--- config.mk ---
export PLATFORM = sky130hd
export DESIGN_NAME = seq_alu_param
export DESIGN_NICKNAME = d
export VERILOG_FILES = /design/src/rtl/seq_alu_param.sv
export SDC_FILE = /design/constraint.sdc
export NUM_CORES = 1
export LEC_CHECK = 0
export ABC_AREA = 1
export CAP_MARGIN = 25
export CORE_UTILIZATION = 50
export DETAILED_ROUTE_END_ITERATION = 10
export GPL_TIMING_DRIVEN = 0
export PLACE_DENSITY_LB_ADDON = 0.3
export SKIP_LAST_GASP = 1
export SYNTH_ARGS = -nofsm -noshare
export SYNTH_HDL_FRONTEND = slang
export SYNTH_SLANG_ARGS = --single-unit
export TNS_END_PERCENT = 5
--- constraint.sdc ---
create_clock -name clk -period 5.5 [get_ports clk]
set_clock_uncertainty 0.15 [all_clocks]
set_input_delay 1.1 -clock clk [delete_from_list [all_inputs] [get_ports clk]]
set_output_delay 1.1 -clock clk [all_outputs]
set_load 0.02 [all_outputs]
--- src/rtl/seq_alu_param.sv ---
// seq_alu_param: a multi-cycle, width-parametrised ALU with a start/done handshake.
// Logic, compare, add and subtract operations finish one cycle after they are
// accepted. MOD uses a restoring divider that handles one dividend bit per
// cycle, then spends one finishing cycle restoring the sign of the remainder.
module seq_alu_param #(
  parameter int WIDTH = 32,
  parameter int CNT_W = $clog2(WIDTH + 1)
) (
  input  logic             clk,
  input  logic             reset,
  input  logic             start,
  input  logic [WIDTH-1:0] a,
  input  logic [WIDTH-1:0] b,
  input  logic [2:0]       select,
  input  logic             signed_mode,
  output logic [WIDTH-1:0] result,
  output logic             done,
  output logic             busy,
  output logic             overflow,
  output logic             div_by_zero
);

  localparam logic [2:0] OP_AND = 3'b000;
  localparam logic [2:0] OP_OR  = 3'b001;
  localparam logic [2:0] OP_XOR = 3'b010;
  localparam logic [2:0] OP_NOR = 3'b011;
  localparam logic [2:0] OP_SLT = 3'b100;
  localparam logic [2:0] OP_ADD = 3'b101;
  localparam logic [2:0] OP_SUB = 3'b110;
  localparam logic [2:0] OP_MOD = 3'b111;

  localparam logic [CNT_W-1:0] CNT_FULL = CNT_W'(WIDTH);
  localparam logic [CNT_W-1:0] CNT_ONE  = CNT_W'(1);
  localparam logic [WIDTH-1:0] ZERO_W   = '0;

  typedef enum logic [1:0] {
    S_IDLE = 2'd0,
    S_DIV  = 2'd1,
    S_FIN  = 2'd2
  } state_t;

  state_t state_q, state_d;

  // Registered outputs and divider working registers
  logic [WIDTH-1:0] result_q, result_d;
  logic             done_q, done_d;
  logic             overflow_q, overflow_d;
  logic             dbz_q, dbz_d;
  logic [CNT_W-1:0] cnt_q, cnt_d;
  logic [WIDTH-1:0] rem_q, rem_d;    // partial remainder, always < divisor
  logic [WIDTH-1:0] dvd_q, dvd_d;    // dividend magnitude, shifted out MSB first
  logic [WIDTH-1:0] dvs_q, dvs_d;    // divisor magnitude
  logic             neg_q, neg_d;    // remainder must be negated at FIN

  // Single-cycle ALU datapath
  logic [WIDTH-1:0] sum;
  logic [WIDTH-1:0] diff;
  logic             add_ovf;
  logic             sub_ovf;
  logic             slt_bit;
  logic [WIDTH-1:0] alu_res;
  logic             alu_ovf;
  logic             a_neg;
  logic             b_neg;
  logic [WIDTH-1:0] a_mag;
  logic [WIDTH-1:0] b_mag;
  logic             is_mod;
  logic             b_zero;

  // Divider step
  logic [WIDTH:0]   rem_shift;
  logic [WIDTH:0]   rem_sub;
  logic             rem_ge;
  logic [WIDTH-1:0] rem_step;

  // Combinational single-cycle ALU operations and operand magnitudes
  always_comb begin
    sum     = a + b;
    diff    = a - b;
    add_ovf = (a[WIDTH-1] == b[WIDTH-1]) && (sum[WIDTH-1] != a[WIDTH-1]);
    sub_ovf = (a[WIDTH-1] != b[WIDTH-1]) && (diff[WIDTH-1] != a[WIDTH-1]);
    slt_bit = signed_mode ? ($signed(a) < $signed(b)) : (a < b);

    alu_res = '0;
    alu_ovf = 1'b0;
    unique case (select)
      OP_AND: alu_res = a & b;
      OP_OR:  alu_res = a | b;
      OP_XOR: alu_res = a ^ b;
      OP_NOR: alu_res = ~(a | b);
      OP_SLT: alu_res = {{(WIDTH-1){1'b0}}, slt_bit};
      OP_ADD: begin
        alu_res = sum;
        alu_ovf = signed_mode & add_ovf;
      end
      OP_SUB: begin
        alu_res = diff;
        alu_ovf = signed_mode & sub_ovf;
      end
      default: begin
        alu_res = '0;
        alu_ovf = 1'b0;
      end
    endcase

    // Most-negative value negates to itself, which as an unsigned number is
    // exactly its magnitude 2^(WIDTH-1), so no special case is needed.
    a_neg  = signed_mode & a[WIDTH-1];
    b_neg  = signed_mode & b[WIDTH-1];
    a_mag  = a_neg ? (ZERO_W - a) : a;
    b_mag  = b_neg ? (ZERO_W - b) : b;
    is_mod = (select == OP_MOD);
    b_zero = (b == ZERO_W);
  end

  // One restoring-division step: bring in the next dividend bit, subtract if it fits
  always_comb begin
    rem_shift = {rem_q, dvd_q[WIDTH-1]};
    rem_sub   = rem_shift - {1'b0, dvs_q};
    rem_ge    = (rem_shift >= {1'b0, dvs_q});
    rem_step  = rem_ge ? rem_sub[WIDTH-1:0] : rem_shift[WIDTH-1:0];
  end

  // State register
  always_ff @(posedge clk or posedge reset) begin
    if (reset) begin
      state_q <= S_IDLE;
    end else begin
      state_q <= state_d;
    end
  end

  // Next-state logic: only a MOD with a non-zero divisor leaves IDLE
  always_comb begin
    state_d = state_q;
    unique case (state_q)
      S_IDLE: begin
        if (start && is_mod && !b_zero) begin
          state_d = S_DIV;
        end
      end
      S_DIV: begin
        if (cnt_q == CNT_ONE) begin
          state_d = S_FIN;
        end
      end
      S_FIN:   state_d = S_IDLE;
      default: state_d = S_IDLE;
    endcase
  end

  // Output and datapath next values for each state
  always_comb begin
    result_d   = result_q;
    done_d     = 1'b0;
    overflow_d = 1'b0;
    dbz_d      = 1'b0;
    cnt_d      = cnt_q;
    rem_d      = rem_q;
    dvd_d      = dvd_q;
    dvs_d      = dvs_q;
    neg_d      = neg_q;
    unique case (state_q)
      S_IDLE: begin
        if (start) begin
          if (!is_mod) begin
            result_d   = alu_res;
            overflow_d = alu_ovf;
            done_d     = 1'b1;
          end else if (b_zero) begin
            result_d = a;
            dbz_d    = 1'b1;
            done_d   = 1'b1;
          end else begin
            dvd_d = a_mag;
            dvs_d = b_mag;
            neg_d = a_neg;
            rem_d = '0;
            cnt_d = CNT_FULL;
          end
        end
      end
      S_DIV: begin
        rem_d = rem_step;
        dvd_d = dvd_q << 1;
        cnt_d = cnt_q - CNT_ONE;
      end
      S_FIN: begin
        // Remainder takes the sign of the dividend
        result_d = neg_q ? (ZERO_W - rem_q) : rem_q;
        done_d   = 1'b1;
      end
      default: begin
        result_d = result_q;
      end
    endcase
  end

  // Datapath and output registers; reset aborts any operation without a done
  always_ff @(posedge clk or posedge reset) begin
    if (reset) begin
      result_q   <= '0;
      done_q     <= 1'b0;
      overflow_q <= 1'b0;
      dbz_q      <= 1'b0;
      cnt_q      <= '0;
      rem_q      <= '0;
      dvd_q      <= '0;
      dvs_q      <= '0;
      neg_q      <= 1'b0;
    end else begin
      result_q   <= result_d;
      done_q     <= done_d;
      overflow_q <= overflow_d;
      dbz_q      <= dbz_d;
      cnt_q      <= cnt_d;
      rem_q      <= rem_d;
      dvd_q      <= dvd_d;
      dvs_q      <= dvs_d;
      neg_q      <= neg_d;
    end
  end

  assign result      = result_q;
  assign done        = done_q;
  assign overflow    = overflow_q;
  assign div_by_zero = dbz_q;
  assign busy        = (state_q != S_IDLE);

endmodule
### Yosys cells after proc, flatten, opt, wreduce, memory -nomap -nowiden

Cells that the tools add are included.

| storage, ports and cells | value |
|---|---|
| register bits after elaboration | 140 |
| bits of input ports | 71 |
| output and inout bits | 36 |

| operators by class | value |
|---|---|
| add/subtract/negate cells | 7 |
| order comparisons | 3 |
| eq/ne operators | 20 |
| multiplexer cells | 36 |
| bitwise gates (word level) | 9 |
| reduce and logical (&&, ||, !) cells | 15 |

Operators by type and width:

| cell | number |
|---|---|
| 32-bit two-way mux | 13 |
| 32-bit one-hot mux with 7 select lines | 1 |
| 32-bit one-hot mux with 2 select lines | 3 |
| 1-bit by 32-bit subtractor with 32-bit output (first input constant) | 3 |
| 32-bit less-than comparator | 2 |
| 32-bit subtractor | 2 |
| 33-bit by 32-bit >= comparator with 1-bit output | 1 |
| 32-bit adder | 1 |
| 32-bit bitwise AND | 1 |
| 32-bit zero test | 1 |
| 32-bit NOT | 1 |
| 32-bit bitwise OR | 1 |
| 32-bit bitwise XOR | 1 |
| 6-bit two-way mux | 3 |
| 3-bit == test (second input constant) | 4 |
| 6-bit one-hot mux with 2 select lines | 1 |
| 1-bit two-way mux | 10 |
| 2-bit != test (second input constant) | 5 |
| 4-bit AND reduction | 2 |
| 3-bit by 2-bit == test with 1-bit output (second input constant) | 2 |
| 6-bit by 1-bit == test with 1-bit output (second input constant) | 1 |
| 2-bit nonzero test | 3 |
| 6-bit by 1-bit subtractor with 6-bit output (second input constant) | 1 |
| 1-bit bitwise AND | 4 |
| other kinds (16) | 23 |

### Longest topological paths before layout

| logic depth | value |
|---|---|
| word-level depth | 8 |
| mapped depth | 19 |

### Least setup slack after synthesis

Ideal clock, no wire load.

| timing | value |
|---|---|
| path type | in2reg |
| start | in a[0] |
| end | reg result_q[0] (netlist: result[0]) |
| library setup time | 0.117 ns |
| arrival | 2.716 ns |
| slack | 2.518 ns |
| stages on the path | 18 |
| path buffers | 0 |
| cell sequence | inv_1 ha_1 inv_1 fa_1 nand2_1 nand3_1 nand2_1 nand2_1 nand2_1 nand3_1 nand3b_1 nand2_1 nand2_1 nand2_1 nand2_1 nand2_1 nand2_1 nand2_1 |

| on the way | value |
|---|---|
| word-level cells in the longest chain between the ends | 6 |
| elaborated cells on any way between the ends | 14 |
| classes of those cells | add/sub: 2; order compare: 2; mux: 6; bitwise: 4 |

RTL lines:

| what | RTL line | text |
|---|---|---|
| start: declaration | 12 | `input logic [WIDTH-1:0] a,` |
| 32-bit less-than comparator / 32-bit bitwise OR (equally long branches) | 82, 88, 90 |  |
| 1-bit two-way mux / 32-bit NOT (equally long branches) | 82, 90 |  |
| 32-bit one-hot mux with 7 select lines | 86 | `unique case (select)` |
| 32-bit two-way mux (*) | 166 | `if (!is_mod) begin` |
| 32-bit two-way mux (*) | 165 | `if (start) begin` |
| 32-bit one-hot mux with 2 select lines (*) | 163 | `unique case (state_q)` |
| end signal: assignment | 212 | `result_q <= result_d;` |
| end: declaration | 45 | `logic [WIDTH-1:0] result_q, result_d;` |

Every way passes the cells marked *; elsewhere a longest branch is shown, timed or not. The select of a mux whose other input is x is not followed.
A chain may end at the register's enable or synchronous reset.

### Final worst setup path

| timing | value |
|---|---|
| start | in b[1] |
| end | reg result_q[14] (netlist: result[14]) |

| on the way | value |
|---|---|
| word-level cells in the longest chain between the ends | 5 |
| elaborated cells on any way between the ends | 9 |
| classes of those cells | add/sub: 2; eq/ne: 1; mux: 4; reduce/logical: 2 |

RTL lines:

| what | RTL line | text |
|---|---|---|
| start: declaration | 13 | `input logic [WIDTH-1:0] b,` |
| 32-bit subtractor / 32-bit adder (equally long branches) | 79, 78 |  |
| 32-bit one-hot mux with 7 select lines | 86 |  |
| 32-bit two-way mux | 166 |  |
| 32-bit two-way mux | 165 |  |
| 32-bit one-hot mux with 2 select lines | 163 |  |

Parallel ways exist; a longest one is shown, timed or not. The select of a mux whose other input is x is not followed.

==> impl_metrics.yaml <==
synth:
  yosys_register_bits: 140
  postSynthAreaPerCell_um2: 5.89
  synth_sequential_area_ratio_pct: 19.8
  synth_ff_type: "sky130_fd_sc_hd__dfrtp_1"
  ys_warn_count: 0
  syn-num-nets: 3220
  netlist-cell-type-count: 55
  number_of_enable_type_register_cells_in_the_synthesized_netlist: 0
  syn-instance-count: 3007
  synth.cell_area_um2: 17700
  synth_async_sr_flop_share_pct: 100
finish:
  num-nets-final: 3345
  post_route_cells_drive_above_1_share_pct: 4.71
  area_growth_pct: 12.4
  postLayoutCoreUtil_pct: 57.4
  fillers: 3502
  mostFrequentLayoutCells: "sky130_fd_sc_hd__nand2_1 (860), sky130_fd_sc_hd__inv_1 (467), sky130_fd_sc_hd__nand3_1 (303)"
  layout_commonest_cell: "sky130_fd_sc_hd__nand2_1"
  postLayoutCellArea_um2: 19900
power_and_ir_drop:
  p_switching_mw: 4.94
  clock_power_share_pct: 12.4
  power.share.switching_pct: 55.4
  max-vdd-ir-drop_uv: 445
  sequentialPowerShare_pct: 20.8
  p_int_mw: 3.98
  design_power_total_mw: 8.92
  lkg_pwr_nw: 10.3
  power_density_nw_per_um2: 448
  combinationalPowerShare_pct: 66.8
clock_tree:
  total_cts_buffers: 17
  clk-insertion-delay-late_ps: 440
  post-cts-setup-buffer-count: 0
  htree_num_levels: 4
  post_cts.resized_instances: 0
  tritoncts: "built"
  numClockSinks: 140
  hold_buffers: 0
  ctsLongestPathBuffers: 2
  path_clk_slew_ps: 60
  clock-root-buffer: "sky130_fd_sc_hd__clkbuf_16"
placement:
  post_dp_cell_area_um2: 19400
  io_buffer_count: 105
  place_hpwl_um: 67500
  gp_congestion: 1.07
  dp_slack_ps: 961
timing:
  postLayoutSetupSlackWorst_ps: 1130
  final_cycle_share_pct: 79.5
  finalHoldViolations: 0
  timing.hold.ws_ps: 339
  rsz0062_at_grt: "no"
  number_of_endpoints_failing_setup_at_the_final_stage: 0
  max_freq_mhz: 229
  maxSlewViolCount: 0
  max_slew_margin_pct: 28.4
  finalWorstPathRequiredPeriod_ps: 4370
  tightestPinTransition_ps: 1070
detailed_routing:
  num_vias: 21500
  tritonroute_pass_1_iters: 11
  number_of_drc_violations_after_detailed_routing_iteration_0: 2640
  routed_wl_um: 82400
  vias_per_cell: 5.97
  route.detailed.drc: 2
  route.antenna.remaining_nets: 0
  routed_length_per_placed_instance_um: 22.9
worst_setup_path:
  crit_path_max_fanout: 10
  critPathSlowestCell: "sky130_fd_sc_hd__clkdlybuf4s50_1"
  r2r-start: "rem_q[26]"
  setup.worst_path.class: "input pin to register"
  worstPathBufferInverterCount: 3
  crit_path_frequent_cell: "sky130_fd_sc_hd__nand2_1"
  timing.critical_path.cells: "clkdlybuf4s50_1, inv_1, ha_1, nand3_1, nor2_2, nand4_2, nand2_1, nand2_1, nand2_2, buf_4, o21ai_0, a21oi_1, nor2_1"
  cp_slowest_stage_delay_ps: 470
  startpoint: "b[1]"
  startpoint_type: "input pin"
  crit_required_ps: 5670
  cp_data_arrival_time_ps: 4540
  critPathTopFamily: "simple AND/OR/NAND/NOR gates"
  timing.critical_path.to_type: "register"
die:
  boundaryPins: 107
  die_area_um2: 36200
  die_height_um: 190
  floorplan.core_area_um2: 34700
  die_w_um: 190
  initial_core_util_pct: 51.0
  core.rowCount: 68
global_routing:
  largest_net_degree_at_the_start_of_global_routing: 74
  grt-ovfl-total: 0
  grt_pass1_vias: 20400
  grt_pass1_wl_um: 121000
  antenna_found_initial: 1
  grt_util_all_layers_pct: 45.4
run_status:
  status: "complete, but fails checks"
  violations_in_the_final_reports: "design-rule violations"
min_path:
  min_path_type: "register to register"
  hold_start: "dvs_q[10]"
run:
  max-cap-violations: 0
synthesized netlist by cell type, drive strengths merged (7+ instances only):
cell type / number / share of area (%)
a21oi: 165 / 4.7
a221oi: 11 / 0.54
a31oi: 7 / 0.25
buf: 66 / 2.1
clkbuf: 34 / 0.74
dfrtp: 140 / 20
ha: 139 / 9.8
inv: 480 / 10
nand2: 869 / 19
nand3: 309 / 8.9
nand3b: 8 / 0.34
nand4: 44 / 1.6
nor2: 303 / 6.6
nor3: 33 / 0.99
nor4: 8 / 0.28
o211ai: 23 / 1.0
o21ai: 205 / 5.9
o21bai: 13 / 0.55
o221ai: 9 / 0.45
o22ai: 14 / 0.53
xnor2: 7 / 0.35
xor2: 71 / 3.5
registers in the layout, summed over array words and instances (netlist names):
register and count:
dvd_q 32, rem_q 32, div_by_zero 1, dvs_q 32, neg_q 1, state_q 2, cnt_q 6, done 1
result 32, overflow 1
routing by layer:
| metal | vias up | share of wire, % | GRT usage, % |
|---|---|---|---|
| met4 | 2 | 8.7 | 34.3 |
| met5 | - | 0.021 | 0 |
| met1 | 9862 | 36 | 51.1 |
| li1 | 9903 | - | - |
| met2 | 1346 | 46 | 76.3 |
| met3 | 361 | 9.1 | 8.23 |
tightest hold or removal path, stage by stage, from the launching register on:
cell and delay, ps:
sky130_fd_sc_hd__dfrtp_1 340, sky130_fd_sc_hd__nand2_1 50, sky130_fd_sc_hd__o21ai_0 60
layout make-up:
type / instances / area, um^2 / area share, %
diodes: 1 / 2.50 / 0.0126
well taps: 455 / 569 / 2.86
repair buffers: 106 / 1080 / 5.42
multi-input cells: 2285 / 11900 / 59.8
inverters: 482 / 1810 / 9.11
flip-flops and latches: 140 / 3500 / 17.6
clock inverters: 13 / 119 / 0.597
plain buffers: 100 / 495 / 2.49
clock buffers: 18 / 429 / 2.16
stage by stage:
stage          cells  setup TNS, ps
6_report        3600              0
5_1_grt         3599              0
3_5_place_dp    3568              0
3_3_place_gp    3567        -173630
2_1_floorplan   3007              0
4_1_cts         3599              0
worst paths after layout:
kind                         endpoint  slack [ps]  depth (start not counted)
setup / recovery           result[14]        1130                         13
hold / removal              dvs_q[10]         340                          2
setup reg to reg            rem_q[29]        2030                         13
hold reg to reg             dvs_q[10]         340                          2
max in group asynchronous  result[27]        3380                          3
min in group asynchronous    dvs_q[1]        1010                          2
power groups by stage:
stage                     Clock, mW  Sequential [mW]  Combinational, mW
after global placement            0             1.82               5.58
after floorplan                   0             1.86               3.67
after global routing           1.14             1.88               6.39
after detailed placement          0             1.84               5.69
after CTS                      1.10             1.83               5.74
final                          1.11             1.86               5.96
cell families (layout without fill, tap and decap cells):
kind of cell / count (synthesis) / count (layout) / share of synthesized area (%)
AOI/OAI and AO/OA: 477 / 477 / 15.2
adders and majority gates: 142 / 142 / 10.2
DFF: 140 / 140 / 19.8
xor gates and xnor gates: 78 / 78 / 3.86
and+or+nand+nor: 1588 / 1588 / 37.9
other: 0 / 1 / 0
buffers and inverters: 582 / 719 / 13.0
No activity file was read; power rests on OpenSTA's default activity.
